--- src/rtl/uart_pkg.sv ---
// rtl/uart_pkg.sv - shared state types and constants for the UART endpoint
package uart_pkg;

  localparam int UART_DATA_BITS = 8;

  typedef enum logic [1:0] {TX_IDLE, TX_START, TX_DATA, TX_STOP} tx_state_t;
  typedef enum logic [1:0] {RX_IDLE, RX_START, RX_DATA, RX_STOP} rx_state_t;
  typedef enum logic [1:0] {RD_IDLE, RD_ACK, RD_WAIT_LOW} rd_state_t;

endpackage

--- src/rtl/byte_fifo.sv ---
// rtl/byte_fifo.sv - power-of-two byte FIFO with combinational read data
module byte_fifo
  import uart_pkg::*;
#(
  parameter int DEPTH = 16,
  parameter int WIDTH = UART_DATA_BITS
) (
  input  logic             clk,
  input  logic             reset,
  input  logic             push,
  input  logic [WIDTH-1:0] pushData,
  input  logic             pop,
  output logic [WIDTH-1:0] popData,
  output logic             full,
  output logic             empty
);

  localparam int AW = $clog2(DEPTH);
  localparam logic [AW:0] DEPTH_C = (AW+1)'(DEPTH);

  logic [WIDTH-1:0] mem_q [DEPTH];
  logic [AW-1:0]    rd_ptr_q, rd_ptr_d;
  logic [AW-1:0]    wr_ptr_q, wr_ptr_d;
  logic [AW:0]      count_q, count_d;
  logic             do_push, do_pop;

  assign empty   = (count_q == '0);
  assign full    = (count_q == DEPTH_C);
  assign popData = mem_q[rd_ptr_q];

  // A pop frees its slot first, so a push into a full FIFO is accepted alongside a pop.
  assign do_pop  = pop && !empty;
  assign do_push = push && (!full || do_pop);

  always_comb begin
    rd_ptr_d = rd_ptr_q;
    wr_ptr_d = wr_ptr_q;
    count_d  = count_q;
    if (do_pop)  rd_ptr_d = rd_ptr_q + 1'b1;
    if (do_push) wr_ptr_d = wr_ptr_q + 1'b1;
    case ({do_push, do_pop})
      2'b10:   count_d = count_q + 1'b1;
      2'b01:   count_d = count_q - 1'b1;
      default: count_d = count_q;
    endcase
  end

  always_ff @(posedge clk) begin
    if (reset) begin
      rd_ptr_q <= '0;
      wr_ptr_q <= '0;
      count_q  <= '0;
    end else begin
      rd_ptr_q <= rd_ptr_d;
      wr_ptr_q <= wr_ptr_d;
      count_q  <= count_d;
    end
  end

  always_ff @(posedge clk) begin
    if (do_push) mem_q[wr_ptr_q] <= pushData;
  end

endmodule

--- src/rtl/uart_endpoint.sv ---
// rtl/uart_endpoint.sv - CPU-facing UART responder: buffered 8N1 transmitter and receiver
module uart_endpoint
  import uart_pkg::*;
#(
  parameter int CLKS_PER_BIT = 434,
  parameter int FIFO_DEPTH   = 16
) (
  input  logic                      clk,
  input  logic                      reset,
  input  logic                      uartReadReq,
  output logic                      uartReadAck,
  output logic [UART_DATA_BITS-1:0] uartReadData,
  input  logic                      uartWriteReq,
  input  logic [UART_DATA_BITS-1:0] uartWriteData,
  output logic                      uartWriteReady,
  input  logic                      rx,
  output logic                      tx,
  output logic                      rxOverrun,
  output logic                      rxFrameErr
);

  localparam int CW = $clog2(CLKS_PER_BIT);
  localparam logic [CW-1:0] CNT_LAST = CW'(CLKS_PER_BIT - 1);
  localparam logic [CW-1:0] CNT_MID  = CW'(CLKS_PER_BIT / 2 - 1);
  localparam logic [2:0]    BIT_LAST = 3'(UART_DATA_BITS - 1);

  tx_state_t                 tx_state_q, tx_state_d;
  logic [CW-1:0]             tx_cnt_q, tx_cnt_d;
  logic [2:0]                tx_bit_q, tx_bit_d;
  logic [UART_DATA_BITS-1:0] tx_shift_q, tx_shift_d;
  logic                      tx_q, tx_d;
  logic                      tx_pop, tx_push, tx_full, tx_empty;
  logic [UART_DATA_BITS-1:0] tx_pop_data;

  logic                      rx_meta_q, rx_sync_q;
  rx_state_t                 rx_state_q, rx_state_d;
  logic [CW-1:0]             rx_cnt_q, rx_cnt_d;
  logic [2:0]                rx_bit_q, rx_bit_d;
  logic [UART_DATA_BITS-1:0] rx_shift_q, rx_shift_d;
  logic                      rx_wait_high_q, rx_wait_high_d;
  logic                      overrun_q, overrun_d;
  logic                      frame_err_q, frame_err_d;
  logic                      rx_push, rx_full, rx_empty;
  logic [UART_DATA_BITS-1:0] rx_pop_data;

  rd_state_t                 rd_state_q, rd_state_d;
  logic [UART_DATA_BITS-1:0] rd_data_q, rd_data_d;
  logic                      rd_pop;

  assign uartWriteReady = !tx_full;
  assign tx_push        = uartWriteReq && !tx_full;
  assign tx             = tx_q;
  assign rxOverrun      = overrun_q;
  assign rxFrameErr     = frame_err_q;
  assign uartReadAck    = (rd_state_q == RD_ACK);
  assign uartReadData   = rd_data_q;

  byte_fifo #(.DEPTH(FIFO_DEPTH), .WIDTH(UART_DATA_BITS)) u_tx_fifo (
    .clk(clk), .reset(reset),
    .push(tx_push), .pushData(uartWriteData),
    .pop(tx_pop), .popData(tx_pop_data),
    .full(tx_full), .empty(tx_empty)
  );

  byte_fifo #(.DEPTH(FIFO_DEPTH), .WIDTH(UART_DATA_BITS)) u_rx_fifo (
    .clk(clk), .reset(reset),
    .push(rx_push), .pushData(rx_shift_q),
    .pop(rd_pop), .popData(rx_pop_data),
    .full(rx_full), .empty(rx_empty)
  );

  always_comb begin
    tx_state_d = tx_state_q;
    tx_cnt_d   = tx_cnt_q;
    tx_bit_d   = tx_bit_q;
    tx_shift_d = tx_shift_q;
    tx_pop     = 1'b0;
    case (tx_state_q)
      TX_IDLE: if (!tx_empty) begin
        tx_pop     = 1'b1;
        tx_shift_d = tx_pop_data;
        tx_cnt_d   = '0;
        tx_state_d = TX_START;
      end
      TX_START: if (tx_cnt_q == CNT_LAST) begin
        tx_cnt_d   = '0;
        tx_bit_d   = '0;
        tx_state_d = TX_DATA;
      end else tx_cnt_d = tx_cnt_q + 1'b1;
      TX_DATA: if (tx_cnt_q == CNT_LAST) begin
        tx_cnt_d   = '0;
        tx_shift_d = tx_shift_q >> 1;
        if (tx_bit_q == BIT_LAST) tx_state_d = TX_STOP;
        else tx_bit_d = tx_bit_q + 1'b1;
      end else tx_cnt_d = tx_cnt_q + 1'b1;
      TX_STOP: if (tx_cnt_q == CNT_LAST) begin
        tx_cnt_d   = '0;
        tx_state_d = TX_IDLE;
      end else tx_cnt_d = tx_cnt_q + 1'b1;
      default: tx_state_d = TX_IDLE;
    endcase
    // Line level is registered from the next state so tx is glitch-free.
    tx_d = 1'b1;
    if (tx_state_d == TX_START)     tx_d = 1'b0;
    else if (tx_state_d == TX_DATA) tx_d = tx_shift_d[0];
  end

  always_comb begin
    rx_state_d     = rx_state_q;
    rx_cnt_d       = rx_cnt_q;
    rx_bit_d       = rx_bit_q;
    rx_shift_d     = rx_shift_q;
    rx_wait_high_d = rx_wait_high_q;
    overrun_d      = overrun_q;
    frame_err_d    = frame_err_q;
    rx_push        = 1'b0;
    case (rx_state_q)
      RX_IDLE: begin
        if (rx_wait_high_q) begin
          if (rx_sync_q) rx_wait_high_d = 1'b0;
        end else if (!rx_sync_q) begin
          rx_cnt_d   = '0;
          rx_state_d = RX_START;
        end
      end
      RX_START: if (rx_cnt_q == CNT_MID) begin
        rx_cnt_d   = '0;
        rx_bit_d   = '0;
        rx_state_d = rx_sync_q ? RX_IDLE : RX_DATA;
      end else rx_cnt_d = rx_cnt_q + 1'b1;
      RX_DATA: if (rx_cnt_q == CNT_LAST) begin
        rx_cnt_d   = '0;
        rx_shift_d = {rx_sync_q, rx_shift_q[UART_DATA_BITS-1:1]};
        if (rx_bit_q == BIT_LAST) rx_state_d = RX_STOP;
        else rx_bit_d = rx_bit_q + 1'b1;
      end else rx_cnt_d = rx_cnt_q + 1'b1;
      RX_STOP: if (rx_cnt_q == CNT_LAST) begin
        rx_cnt_d   = '0;
        rx_state_d = RX_IDLE;
        if (rx_sync_q) begin
          rx_push = 1'b1;
          if (rx_full && !rd_pop) overrun_d = 1'b1;
        end else begin
          frame_err_d    = 1'b1;
          rx_wait_high_d = 1'b1;
        end
      end else rx_cnt_d = rx_cnt_q + 1'b1;
      default: rx_state_d = RX_IDLE;
    endcase
  end

  always_comb begin
    rd_state_d = rd_state_q;
    rd_data_d  = rd_data_q;
    rd_pop     = 1'b0;
    case (rd_state_q)
      RD_IDLE: if (uartReadReq && !rx_empty) begin
        rd_pop     = 1'b1;
        rd_data_d  = rx_pop_data;
        rd_state_d = RD_ACK;
      end
      RD_ACK:      rd_state_d = RD_WAIT_LOW;
      RD_WAIT_LOW: if (!uartReadReq) rd_state_d = RD_IDLE;
      default:     rd_state_d = RD_IDLE;
    endcase
  end

  always_ff @(posedge clk) begin
    if (reset) begin
      tx_state_q     <= TX_IDLE;
      tx_cnt_q       <= '0;
      tx_bit_q       <= '0;
      tx_shift_q     <= '0;
      tx_q           <= 1'b1;
      rx_meta_q      <= 1'b1;
      rx_sync_q      <= 1'b1;
      rx_state_q     <= RX_IDLE;
      rx_cnt_q       <= '0;
      rx_bit_q       <= '0;
      rx_shift_q     <= '0;
      rx_wait_high_q <= 1'b0;
      overrun_q      <= 1'b0;
      frame_err_q    <= 1'b0;
      rd_state_q     <= RD_IDLE;
      rd_data_q      <= '0;
    end else begin
      tx_state_q     <= tx_state_d;
      tx_cnt_q       <= tx_cnt_d;
      tx_bit_q       <= tx_bit_d;
      tx_shift_q     <= tx_shift_d;
      tx_q           <= tx_d;
      rx_meta_q      <= rx;
      rx_sync_q      <= rx_meta_q;
      rx_state_q     <= rx_state_d;
      rx_cnt_q       <= rx_cnt_d;
      rx_bit_q       <= rx_bit_d;
      rx_shift_q     <= rx_shift_d;
      rx_wait_high_q <= rx_wait_high_d;
      overrun_q      <= overrun_d;
      frame_err_q    <= frame_err_d;
      rd_state_q     <= rd_state_d;
      rd_data_q      <= rd_data_d;
    end
  end

endmodule

--- config.mk ---
export PLATFORM = sky130hd
export DESIGN_NAME = uart_endpoint
export DESIGN_NICKNAME = d
export VERILOG_FILES = /design/src/rtl/uart_pkg.sv /design/src/rtl/byte_fifo.sv /design/src/rtl/uart_endpoint.sv
export SDC_FILE = /design/constraint.sdc
export NUM_CORES = 1
export LEC_CHECK = 0
export BUFFER_PORTS_ARGS = -buffer_cell sky130_fd_sc_hd__buf_4
export CAP_MARGIN = 20
export CORE_ASPECT_RATIO = 0.8
export CORE_UTILIZATION = 55
export DETAILED_ROUTE_END_ITERATION = 10
export GPL_ROUTABILITY_DRIVEN = 0
export GPL_TIMING_DRIVEN = 0
export PLACE_DENSITY = 0.71
export SYNTH_ARGS = -nofsm -noshare
export SYNTH_HDL_FRONTEND = slang
export SYNTH_SLANG_ARGS = --single-unit
export TNS_END_PERCENT = 20
--- constraint.sdc ---
create_clock -name clk -period 7.4 [get_ports clk]
set_input_delay 1.85 -clock clk [delete_from_list [all_inputs] [get_ports clk]]
set_output_delay 1.85 -clock clk [all_outputs]
set_load 0.005 [all_outputs]
### Yosys cells after proc, flatten, opt, wreduce, memory -nomap -nowiden

Memory sizes are Yosys's and may differ from the RTL's. A register that Yosys moved wholly into a read port is not among the register bits.
Index checks and enable logic that the tools add are counted.

| cells by class | value |
|---|---|
| add/sub/neg operators | 12 |
| multiply operators | 0 |
| divide/modulo/power cells | 0 |
| order comparisons | 0 |
| eq/ne operators | 35 |
| shifts and indexed selects | 0 |
| muxes and demuxes | 58 |
| bitwise operators | 1 |
| reduce and logical (&&, ||, !) cells | 38 |

Operators by type and width:

| kind | count |
|---|---|
| $mux 9 | 6 |
| $mux 2 | 14 |
| $ne 2x2->1 const B | 14 |
| $pmux 9 s3 | 1 |
| $pmux 5 s2 | 2 |
| $add 9x1->9 const B | 2 |
| $eq 9x9->1 const B | 2 |
| $mux 3 | 6 |
| $pmux 9 s2 | 1 |
| $mux 1 | 17 |
| $add 4x1->4 const B | 4 |
| $eq 2x2->1 const B | 8 |
| $mux 8 | 2 |
| $pmux 2 s4 | 2 |
| $pmux 8 s2 | 1 |
| $eq 2x1->1 const B | 6 |
| $pmux 3 s2 | 2 |
| $reduce_and 4->1 | 3 |
| $reduce_bool 2->1 | 6 |
| $add 5x1->5 const B | 2 |
| $eq 5x5->1 const B | 2 |
| $logic_not 5->1 | 2 |
| $sub 5x1->5 const B | 2 |
| $eq 9x8->1 const B | 1 |
| other kinds (15) | 36 |

| storage, ports and cells | value |
|---|---|
| register bits after elaboration | 78 |
| latch bits | 0 |
| RAM bits | 256 |
| bits in read-only memories | 0 |
| input bits | 13 |
| output and inout bits | 13 |
| memories kept | 2 |

Memory list:

| memory | words | width | rd ports | clocked after memory_dff | write ports | line | RTL |
|---|---|---|---|---|---|---|---|
| u_rx_fifo.mem_q | 16 | 8 | 1 | 1 | 1 | byte_fifo.sv:21 | `logic [WIDTH-1:0] mem_q [DEPTH];` |
| u_tx_fifo.mem_q | 16 | 8 | 1 | 1 | 1 | byte_fifo.sv:21 |  |

### Longest topological paths before layout

| depth | value |
|---|---|
| depth after elaboration | 10 |
| depth in mapped cells | 16 |
| mapped depth without buffers | 14 |

### Cells and area by module

Synthesis repeated with hierarchy kept, for this count alone.

| second synthesis, totals | value |
|---|---|
| cell total of the unflattened synthesis | 971 |
| area total of the unflattened synthesis | 14432.6 um^2 |

By module, submodules not included:

| module | times used | cells each | area each (um^2) |
|---|---|---|---|
| byte_fifo | 2 | 326 | 5841.9 |
| uart_endpoint | 1 | 319 | 2748.9 |

### Least setup slack after synthesis

OpenSTA, ideal clock, no wires.

| path | value |
|---|---|
| path type | in2reg |
| start point | input uartReadReq |
| end point | register u_rx_fifo.count_q[4] |
| setup time | 121 ps |
| arrival | 4265 ps |
| path slack | 3015 ps |
| cell stages on the path | 13 |
| buffers on the path | 2 |
| path through | nor3b_1 > or3b_4 > and2_1 > buf_6 > inv_1 > ha_1 > clkbuf_1 > xor2_1 > ha_1 > a21oi_1 > a32oi_1 > a21oi_1 > mux2_2 |

| between the ends | value |
|---|---|
| cells in the longest elaborated chain, start to end | 8 |

RTL lines:

| element | line | RTL |
|---|---|---|
| start: declaration | uart_endpoint.sv:10 | `input logic uartReadReq,` |
| $logic_and 1x1->1 (*) | uart_endpoint.sv:157 | `RD_IDLE: if (uartReadReq && !rx_empty) begin` |
| $mux 1 (*) | uart_endpoint.sv:157 |  |
| $mux 1 (*) | uart_endpoint.sv:156 | `case (rd_state_q)` |
| $logic_and 1x1->1 (*) | byte_fifo.sv:32 | `assign do_pop = pop && !empty;` |
| $logic_or 1x1->1 | byte_fifo.sv:33 | `assign do_push = push && (!full \|\| do_pop);` |
| $logic_and 1x1->1 | byte_fifo.sv:33 |  |
| $eq 2x1->1 / $eq 2x2->1 (equally long branches) | byte_fifo.sv:41 | `case ({do_push, do_pop})` |
| $pmux 5 s2 / $reduce_bool 2->1 (equally long branches) | n/a |  |
| end signal: assignment | byte_fifo.sv:56 | `count_q <= count_d;` |
| end: declaration | byte_fifo.sv:24 | `logic [AW:0] count_q, count_d;` |

Mark *: on every way between the ends. The rest lies on a longest branch, timed or not.
A chain may end at the register's enable or synchronous reset.

### Worst setup path after layout

Same ends and word-level chain as after synthesis.

==> metrics.cfg <==
[sta]
relSlewSlack_pct = 39.4
rsz0062_at_grt = false
slew_viol_final = 0
setup_viol = 0
min_period_ns = 4.25
fin_skew_ns = 0.0173
hold_viol_final = 0
fmax_ghz = 0.235
worst_pin_slew_ns = 0.906
fin_setup_tns_ns = 0
timing.final.crit_share_pct = 57.4

[synthesis]
synth_simple_gate_area_share_pct = 8.43
syn-cell-area_sq_mm = 0.0141
synth_compound_area_share_pct = 7.03
synth_xor_area_share_pct = 1.18
synthTopCellsByCount = edfxtp_1, nor2_1, dfxtp_1
syn_inst = 939
syn_area_per_cell_sq_um = 15.0
synth_fp_nets = 979
synth_edf_count = 256
yosysMostFrequentCell = edfxtp_1
yosys-mux-area-fraction_pct = 11.4
ys_top_cells_by_area = edfxtp_1, dfxtp_1, mux4_2, nor2_1, ha_1
ys_types = 63
ys_ff_latch = 346
ys_seq_area_share_pct = 67.5
synth_ff_type = edfxtp_1
yosysTopAreaCell = edfxtp_1
synthArstFlopShare_pct = 0
synthAdderAreaFrac_pct = 2.46
yosys.area.top_type_share_pct = 54.7
yosysWarnings = 0
synth_top_family_by_area = multiplexers

[floorplanning]
fp.dieArea_sq_mm = 0.0262
die_y_um = 145
core_area_sq_mm = 0.0247
start_util_pct = 56.9
die_w_um = 181
num_rows = 51
design.portCount = 26

[detailed_routing]
drtAntennaViolNets = 0
dr.pass1.iters = 5
drc_errors = 0
wirelength_mm = 28.4
drt_iter0_markers = 836
wl_per_cell_um = 21.0
routed_via_density = 6.01
num_vias = 8130

[clock_network]
clock_sinks = 346
holdBufCountCts = 0
cts_buffers = 34
path_clk_slew_ns = 0.06
cts_tree = built
clockRootBuffer = clkbuf_16
cts_buffer_depth = 3
cts_resized = 0
htree_levels = 2
worstSkewPairLatency_ns = 0.53
cts_setup_buffers = 0

[pwr]
ir_worst_vdd_mv = 0.205
powerDensity_mw_per_mm2 = 281
leakagePower_nw = 5.22
power.total_mw = 4.42

[cells_and_area]
nets = 1048
drive_gt1_share_pct = 16.7
diodes = 0
stdcell_area_sq_mm = 0.0158
syn_to_final_growth_pct = 12.0

[critical_path]
start_kind = input pin
crit_type = input pin to flop
worst_path_max_delay_cell = or3b_4
crit_chain = buf_4 > nor3b_1 > or3b_4 > and2_1 > buf_6 > inv_1 > ha_1 > clkbuf_1 > xor2_1 > ha_1 > a21oi_1 > a32oi_1 > a21oi_1 > mux2_2
path_max_fanout = 10
endpoint_kind = flop
critPathMaxStageDelay_ns = 0.42
required_ns = 7.81
crit_arrival_ns = 4.66

[hold_path]
min_path_type = flop to flop

[placement]
port_buffers = 25
dpl.hpwl_mm = 18.9
dpl-instance-area_sq_mm = 0.0147

[outcome]
status = completed

[global_routing]
grt_pass1_wl_mm = 44.5
grt_max_degree = 19
grt_pass1_vias = 7917
antenna_found_initial = 0
grt_use_total_pct = 22.5
grt_overflow = 0

[run]
maxCapViolations = 0

[metrics by stage]
step | util [%] | hold WS (ns) | setup slack, ns | cells
after floorplan | - | 0.389 | 3.01 | 939
after global placement | 59.3 | 0.413 | 2.69 | 1282
after detailed placement | 59.5 | 0.399 | 2.64 | 1290
after CTS | 63.8 | 0.435 | 3.18 | 1352
after global routing | 63.8 | 0.446 | 2.99 | 1352
final | 63.8 | 0.425 | 3.15 | 1352
[cells in the final DEF, fill, tap and decap left out, types with 3 or more instances in the layout]
master,count
buf_2,16
dfxtp_1,90
nand2b_1,6
nand4_1,8
a31oi_1,4
o21ai_0,29
nor3b_1,5
a21oi_1,55
buf_1,3
or2_2,4
edfxtp_1,256
clkinv_2,6
nor2b_1,15
and3_1,8
a22o_1,13
ha_1,26
clkbuf_1,34
nor2_1,94
mux2i_1,21
clkinv_1,8
xor2_1,14
xnor2_1,5
buf_4,29
nand3_1,11
inv_1,20
a311oi_1,3
clkbuf_16,34
nand3b_1,7
o21a_1,4
a22oi_1,25
nor3_1,18
or3_1,3
mux2_2,4
nand2_1,44
mux4_2,60
and2_1,3
a21o_1,4
[power by group]
| part | internal, mW | total, mW | switching [mW] | leakage, nW |
|---|---|---|---|---|
| combinational | 0.241 | 0.592 | 0.350 | 1.63 |
| sequential | 2.14 | 2.19 | 0.0448 | 3.07 |
| clock | 0.932 | 1.64 | 0.712 | 0.518 |
[state kept, by name, indices dropped and copies added (netlist names), 4 cells and up, named ones only]
signal and count:
u_tx_fifo.wr_ptr_q 4, u_rx_fifo.rd_ptr_q 4, u_tx_fifo.rd_ptr_q 4, rx_cnt_q 9
rx_shift_q 8, u_tx_fifo.count_q 5, u_rx_fifo.wr_ptr_q 4, u_tx_fifo.mem_q 128
tx_shift_q 8, u_rx_fifo.count_q 5, uartReadData 8, tx_cnt_q 9
u_rx_fifo.mem_q 128
[worst max-delay path, delay by kind of cell]
family                     cells  cell delay [ns]
and+or+nand+nor                3             0.73
buffers and inverters          4             0.67
AOI/OAI and AO/OA              3             0.61
muxes                          1             0.35
adders and majority gates      2             0.33
xor gates and xnor gates       1             0.12
[metal layers]
layer,up-vias,track usage (%),wire length (um)
li1,3757,-,-
met1,4026,34.9,13300
met2,292,32.3,12300
met3,55,4.39,2270
met4,0,6.24,597
met5,-,0,0
[path summary, 6_finish.rpt]
check,start,endpoint,slack [ns],cells past startpoint
worst max-delay path,uartReadReq,u_rx_fifo.count_q[4],3.15,14
worst min-delay path,rx_meta_q,rx_sync_q,0.42,1
worst max register to register,tx_state_q[1],u_tx_fifo.count_q[4],3.77,12
worst min register to register,rx_meta_q,rx_sync_q,0.42,1
[area by class of cell]
class                           instances  area (sq um)
Clock inverter                         21           170
Tap cell                              318           398
Multi-Input combinational cell        527          4290
Clock buffer                           41           887
Buffer                                 46           206
Inverter                               20          75.1
Sequential cell                       346          9490
Timing Repair Buffer                   33           235
Fill cell                            1737          8940
[kinds of logic (layout without fill, tap and decap cells)]
| kind of cell | Yosys count | count (layout) |
|---|---|---|
| DFF | 346 | 346 |
| muxes | 85 | 85 |
| AOI/OAI and AO/OA | 155 | 155 |
| buffers and inverters | 66 | 161 |
| adders and majority gates | 27 | 27 |
| xor gates and xnor gates | 19 | 19 |
| and+or+nand+nor | 241 | 241 |
(Power assumes the default switching activity.)
